<file path="src/rtl/sad_block_accumulator_if.sv">
// Pixel-pair input and block-result output handshakes of the SAD accumulator.
// master = producer/consumer side, slave = accumulator side.
interface sad_block_accumulator_if #(
   parameter int PIX_W = 3,
   parameter int ACC_W = 6
);
   logic [PIX_W-1:0] I0;
   logic [PIX_W-1:0] I1;
   logic             I_VALID;
   logic             I_READY;
   logic [ACC_W-1:0] O;
   logic             O_VALID;
   logic             O_READY;

   modport master (output I0, I1, I_VALID, O_READY, input I_READY, O, O_VALID);
   modport slave  (input I0, I1, I_VALID, O_READY, output I_READY, O, O_VALID);
endinterface

</file>
<file path="src/rtl/sad_block_accumulator.sv">
// Streaming SAD: sums |I0-I1| over BLOCK_LEN accepted pairs and holds the
// block result on a valid/ready output until consumed.
module sad_block_accumulator #(
   parameter int PIX_W     = 3,
   parameter int BLOCK_LEN = 8,
   localparam int ACC_W    = PIX_W + $clog2(BLOCK_LEN),
   localparam int CNT_W    = $clog2(BLOCK_LEN)
) (
   input  logic                   CLK,
   input  logic                   ASYNCRESET,
   input  logic                   CLR,
   sad_block_accumulator_if.slave bus
);
   typedef enum logic {ACCUM, HOLD} state_t;

   localparam logic [CNT_W-1:0] LAST = CNT_W'(BLOCK_LEN - 1);

   state_t           r_state, w_state_nxt;
   logic [ACC_W-1:0] r_acc, w_acc_nxt;
   logic [CNT_W-1:0] r_cnt, w_cnt_nxt;
   logic [ACC_W-1:0] r_o, w_o_nxt;

   logic [PIX_W-1:0] w_diff;
   logic [ACC_W-1:0] w_diff_ext;
   logic             w_ready;
   logic             w_accept;

   assign w_diff     = (bus.I0 >= bus.I1) ? bus.I0 - bus.I1 : bus.I1 - bus.I0;
   assign w_diff_ext = {{(ACC_W-PIX_W){1'b0}}, w_diff};

   // In HOLD the input side is only open when the result leaves this cycle.
   assign w_ready  = (r_state == ACCUM) | bus.O_READY;
   assign w_accept = bus.I_VALID & w_ready;

   assign bus.I_READY = w_ready;
   assign bus.O       = r_o;
   assign bus.O_VALID = (r_state == HOLD);

   always_ff @(posedge CLK or posedge ASYNCRESET) begin
      if (ASYNCRESET) begin
         r_state <= ACCUM;
         r_acc   <= '0;
         r_cnt   <= '0;
         r_o     <= '0;
      end else begin
         r_state <= w_state_nxt;
         r_acc   <= w_acc_nxt;
         r_cnt   <= w_cnt_nxt;
         r_o     <= w_o_nxt;
      end
   end

   always_comb begin
      w_state_nxt = r_state;
      w_acc_nxt   = r_acc;
      w_cnt_nxt   = r_cnt;
      w_o_nxt     = r_o;
      if (CLR) begin
         // Restart discards any pair presented this cycle; O keeps its value.
         w_state_nxt = ACCUM;
         w_acc_nxt   = '0;
         w_cnt_nxt   = '0;
      end else begin
         case (r_state)
            ACCUM: begin
               if (w_accept) begin
                  if (r_cnt == LAST) begin
                     w_o_nxt     = r_acc + w_diff_ext;
                     w_acc_nxt   = '0;
                     w_cnt_nxt   = '0;
                     w_state_nxt = HOLD;
                  end else begin
                     w_acc_nxt = r_acc + w_diff_ext;
                     w_cnt_nxt = r_cnt + CNT_W'(1);
                  end
               end
            end
            HOLD: begin
               if (bus.O_READY) begin
                  w_state_nxt = ACCUM;
                  if (bus.I_VALID) begin
                     w_acc_nxt = w_diff_ext;
                     w_cnt_nxt = CNT_W'(1);
                  end else begin
                     w_acc_nxt = '0;
                     w_cnt_nxt = '0;
                  end
               end
            end
            default: w_state_nxt = ACCUM;
         endcase
      end
   end
endmodule

</file>
<file path="src/flat_wrapper.sv">
// flat-port wrapper written by rule: the top's interface ports become plain ports
module sad_block_accumulator_flat 
#(
   parameter int PIX_W     = 3,
   parameter int BLOCK_LEN = 8,
   localparam int ACC_W    = PIX_W + $clog2(BLOCK_LEN),
   localparam int CNT_W    = $clog2(BLOCK_LEN)
)
  (CLK, ASYNCRESET, CLR, bus_I0, bus_I1, bus_I_VALID, bus_O_READY, bus_I_READY, bus_O, bus_O_VALID);
  sad_block_accumulator_if #(.PIX_W(PIX_W), .ACC_W((PIX_W + $clog2(BLOCK_LEN)))) bus_i ();
  input  logic CLK;
  input  logic ASYNCRESET;
  input  logic CLR;
  input wire logic [$bits(bus_i.I0)-1:0] bus_I0;
  input wire logic [$bits(bus_i.I1)-1:0] bus_I1;
  input wire logic [$bits(bus_i.I_VALID)-1:0] bus_I_VALID;
  input wire logic [$bits(bus_i.O_READY)-1:0] bus_O_READY;
  output wire logic [$bits(bus_i.I_READY)-1:0] bus_I_READY;
  output wire logic [$bits(bus_i.O)-1:0] bus_O;
  output wire logic [$bits(bus_i.O_VALID)-1:0] bus_O_VALID;
  assign bus_i.I0 = bus_I0;
  assign bus_i.I1 = bus_I1;
  assign bus_i.I_VALID = bus_I_VALID;
  assign bus_i.O_READY = bus_O_READY;
  assign bus_I_READY = bus_i.I_READY;
  assign bus_O = bus_i.O;
  assign bus_O_VALID = bus_i.O_VALID;
  sad_block_accumulator #(.PIX_W(PIX_W), .BLOCK_LEN(BLOCK_LEN)) u_core (.CLK(CLK), .ASYNCRESET(ASYNCRESET), .CLR(CLR), .bus(bus_i));
endmodule
</file>
<file path="config.mk">
export PLATFORM = sky130hd
export DESIGN_NAME = sad_block_accumulator_flat
export DESIGN_NICKNAME = d
export VERILOG_FILES = /design/src/rtl/sad_block_accumulator_if.sv /design/src/rtl/sad_block_accumulator.sv /design/src/flat_wrapper.sv
export SDC_FILE = /design/constraint.sdc
export NUM_CORES = 1
export LEC_CHECK = 0
export ABC_AREA = 1
export BUFFER_PORTS_ARGS = -buffer_cell sky130_fd_sc_hd__buf_2
export CAP_MARGIN = 10
export CORE_UTILIZATION = 35
export DETAILED_ROUTE_END_ITERATION = 8
export SYNTH_ARGS = -nofsm -noshare
export SYNTH_HDL_FRONTEND = slang
export SYNTH_SLANG_ARGS = --single-unit
</file>
<file path="constraint.sdc">
create_clock -name CLK -period 1.65 [get_ports CLK]
set_input_delay 0.2475 -clock CLK [delete_from_list [all_inputs] [get_ports CLK]]
set_output_delay 0.2475 -clock CLK [all_outputs]
set_load 0.005 [all_outputs]
</file>
==> metrics.md <==
| Metric | Value |
|---|---|
| Status | finished, violations left |
| Failing checks | setup timing |
| GR Util All Layers | 16.5% |
| Syn Nets | 175 |
| # setup viols final | 10 |
| Slew headroom | 58.9% |
| Setup TNS | -1.80 ns |
| Pin count of the biggest net entering global routing | 17 |
| Crit path top cell by count | nor2_1 |
| Total number of vias | 1049 |
| Final Hold Fails | 0 |
| Worst setup EP type | flop |
| Clock Sinks | 16 |
| Fill count | 289 |
| Hold Buf Count CTS | 0 |
| Seq/Total Area, Yosys | 33.9% |
| Maximum buffer depth of the clock tree | 2 |
| Mean Syn Cell Area | 7.76 sq um |
| First drt pass iteration count | 4 |
| Peak supply drop | 420 uV |
| First-pass GRT wire length | 4420 microns |
| Final-stage net count | 211 |
| Detailed-route vias per instance | 4.54 |
| Yosys Warn Count | 0 |
| Mapped Cells | 152 |
| Max H-tree Level | 1 |
| Root Driver | clkbuf_4 |
| Top-level port count | 19 |
| Total CTS buffers | 3 |
| Hold WC Path Type | in -> async |
| PortBufs | 18 |
| # diodes | 0 |
| Commonest non-fill, non-tap cell in the layout | nand2_1 |
| CP Cell Sequence | buf_12 -> inv_12 -> ha_4 -> inv_2 -> fa_2 -> nand2_2 -> nand2_2 -> inv_2 -> fa_2 -> nor2_1 -> nor2_1 -> nor2_1 -> nand2_1 -> nand2_1 |
| Hold_ws | 0.0197 ns |
| Final worst slack | -0.237 ns |
| Rows | 20 |
| Vias in the first global route | 1071 |
| Drt drc | 0 |
| CP Class | in -> reg |
| Detailed placement HPWL | 1940 microns |
| Crit-path max FO | 2 |
| Buf/Inv on CP | 4 |
| CP top delay family | adder cells |
| GRT overflow | 0 |
| Initial Utilization | 37.7% |
| Slowest Stage Delay on Critical Path | 0.53 ns |
| CP Launch Type | primary input |
| First DRT Iteration DRCs | 28 |
| Initial antenna violation count | 0 |
| Non-filler cells, final | 231 |
| Core Area | 3130 sq um |
| DP Area | 1450 sq um |
| Final Max Slew Viols | 0 |
| Synth Register Bits | 16 |
| Crit path DAT | 2.07 ns |
| DIE HEIGHT | 60.1 microns |
| RePlAce Congestion | 0.822 |
| Proportion of layout cells with a drive suffix above 1 | 48.1% |
| Power Density | 742 nW/um^2 |
| Synthesized area | 1180 sq um |
| Area Overhead vs Synth | 41.7% |
| Die footprint | 3610 sq um |
| Slowest CP cell | fa_2 |
| Final period utilization | 114% |
| Die W | 60.1 microns |
| Most frequent cells in the layout | nand2_1, inv_1, buf_2, dfrtp_1, nand2_2 |
| Post-synth cell types | 21 |
| Pleak | 0.904 nW |
| Worst EP required | 1.83 ns |
| Worst slack, placed | -0.645 ns |
| Worst-Skew Late Latency | 0.29 ns |
| F_max | 530 MHz |
| Placed cell count | 224 |
| Finished Cell Area | 1670 sq um |
| CTS tree | yes |
| Unrepaired setup endpoints after global routing | true |
| Detailed-route wire length | 2600 microns |
| Worst Tran Pin Value | 0.616 ns |
| Routed WL per cell | 11.2 microns |
| Clock transition at path regs | 0.09 ns |
| Worst Clk Skew | 0.00762 ns |
| Routed Antenna Nets | 0 |
| Tmin final | 1.89 ns |
| MaxCap Viol Count | 0 |
==> per-layer routing <==
metal  track usage (%)  vias to the layer above  part of all wire [%]
met2              29.8                       17                    50
met5                 0                        -                     0
met3              4.33                        0                   2.9
li1                  -                      539                     -
met4              2.99                        0                     0
met1              19.5                      493                    47
==> per-stage QoR <==
stage | power [mW] | util (%)
final | 1.24 | 53.4
after global routing | 1.32 | 53.4
after CTS | 1.17 | 51.4
after detailed placement | 0.834 | 46.5
after global placement | 0.813 | 46.5
after floorplan | 0.678 | -
==> logic make-up after synthesis <==
group	synth area share (%)
compound gates	8.70
fa+ha+maj	14.6
flops	33.9
simple gates	28.7
xor+xnor	0.742
buf+inv	13.3
==> worst paths after layout <==
| path | start | endpoint | slack, ns | cells after the start |
|---|---|---|---|---|
| max | bus_I0[0] | u_core.r_acc[1]$_DFFE_PP0P_ | -0.24 | 14 |
| min | ASYNCRESET | u_core.r_acc[4]$_DFFE_PP0P_ | 0.02 | 2 |
| max reg2reg | u_core.r_acc[0]$_DFFE_PP0P_ | u_core.r_acc[1]$_DFFE_PP0P_ | 0.04 | 8 |
| min reg2reg | u_core.bus.O[5]$_DFFE_PP0P_ | u_core.bus.O[5]$_DFFE_PP0P_ | 0.48 | 2 |
| max in group asynchronous | ASYNCRESET | u_core.r_acc[5]$_DFFE_PP0P_ | 1.23 | 2 |
| min in group CLK | CLR | u_core.r_acc[0]$_DFFE_PP0P_ | 0.31 | 4 |
==> synth_stat cells <==
cell	instances	share of area, %
nor2_8	1	1.7
o22ai_2	1	1.1
nor2_2	1	0.53
xor2_1	1	0.74
buf_6	1	0.95
nand3_1	17	7.2
nor2_1	4	1.3
nand2_2	1	0.53
a21oi_1	4	1.7
fa_1	3	5.1
inv_1	31	9.9
nand3_4	1	1.5
dfrtp_1	16	34
nand2_1	49	16
inv_4	2	1.1
o21ai_0	2	0.85
o21ai_4	1	1.4
clkinv_8	1	1.4
o21ai_2	5	3.7
nor3_1	1	0.42
ha_1	9	9.5
==> layout make-up <==
type	count	area [sq um]	area share [%]
clock buffer	4	36.3	2.17
tap	44	55.1	3.29
inverter	34	163	9.73
timing repair buffer	32	228	13.6
sequential	16	400	24.0
multi-input combinational	101	790	47.2
==> flip-flops by register name, summed over array words and instances, names as in the netlist <==
| signal | flops |
|---|---|
| u_core.bus.O | 6 |
| u_core.r_acc | 6 |
| u_core.r_cnt | 3 |
| u_core.bus.O_VALID | 1 |
==> worst reg2reg max path, delay by kind of cell (launching register included) <==
kind	cells	cell delay (ns)
and+or+nand+nor	5	0.38
buffers and inverters	1	0.10
adders and majority gates	2	0.69
DFF	1	0.39
==> power breakdown <==
part / switching, mW / internal, mW / total (mW)
logic: 0.274 / 0.273 / 0.547
clock network: 0.121 / 0.134 / 0.255
registers: 0.0242 / 0.413 / 0.438
==> repair_timing <==
| item | 4_1_cts | 5_1_grt |
|---|---|---|
| pin swaps | 19 | 6 |
| gates resized for setup | 32 | 12 |
| buffers inserted | 0 | 3 |
| endpoints found under the setup margin | 10 | 10 |
No activity file was read; power rests on OpenSTA's default activity.
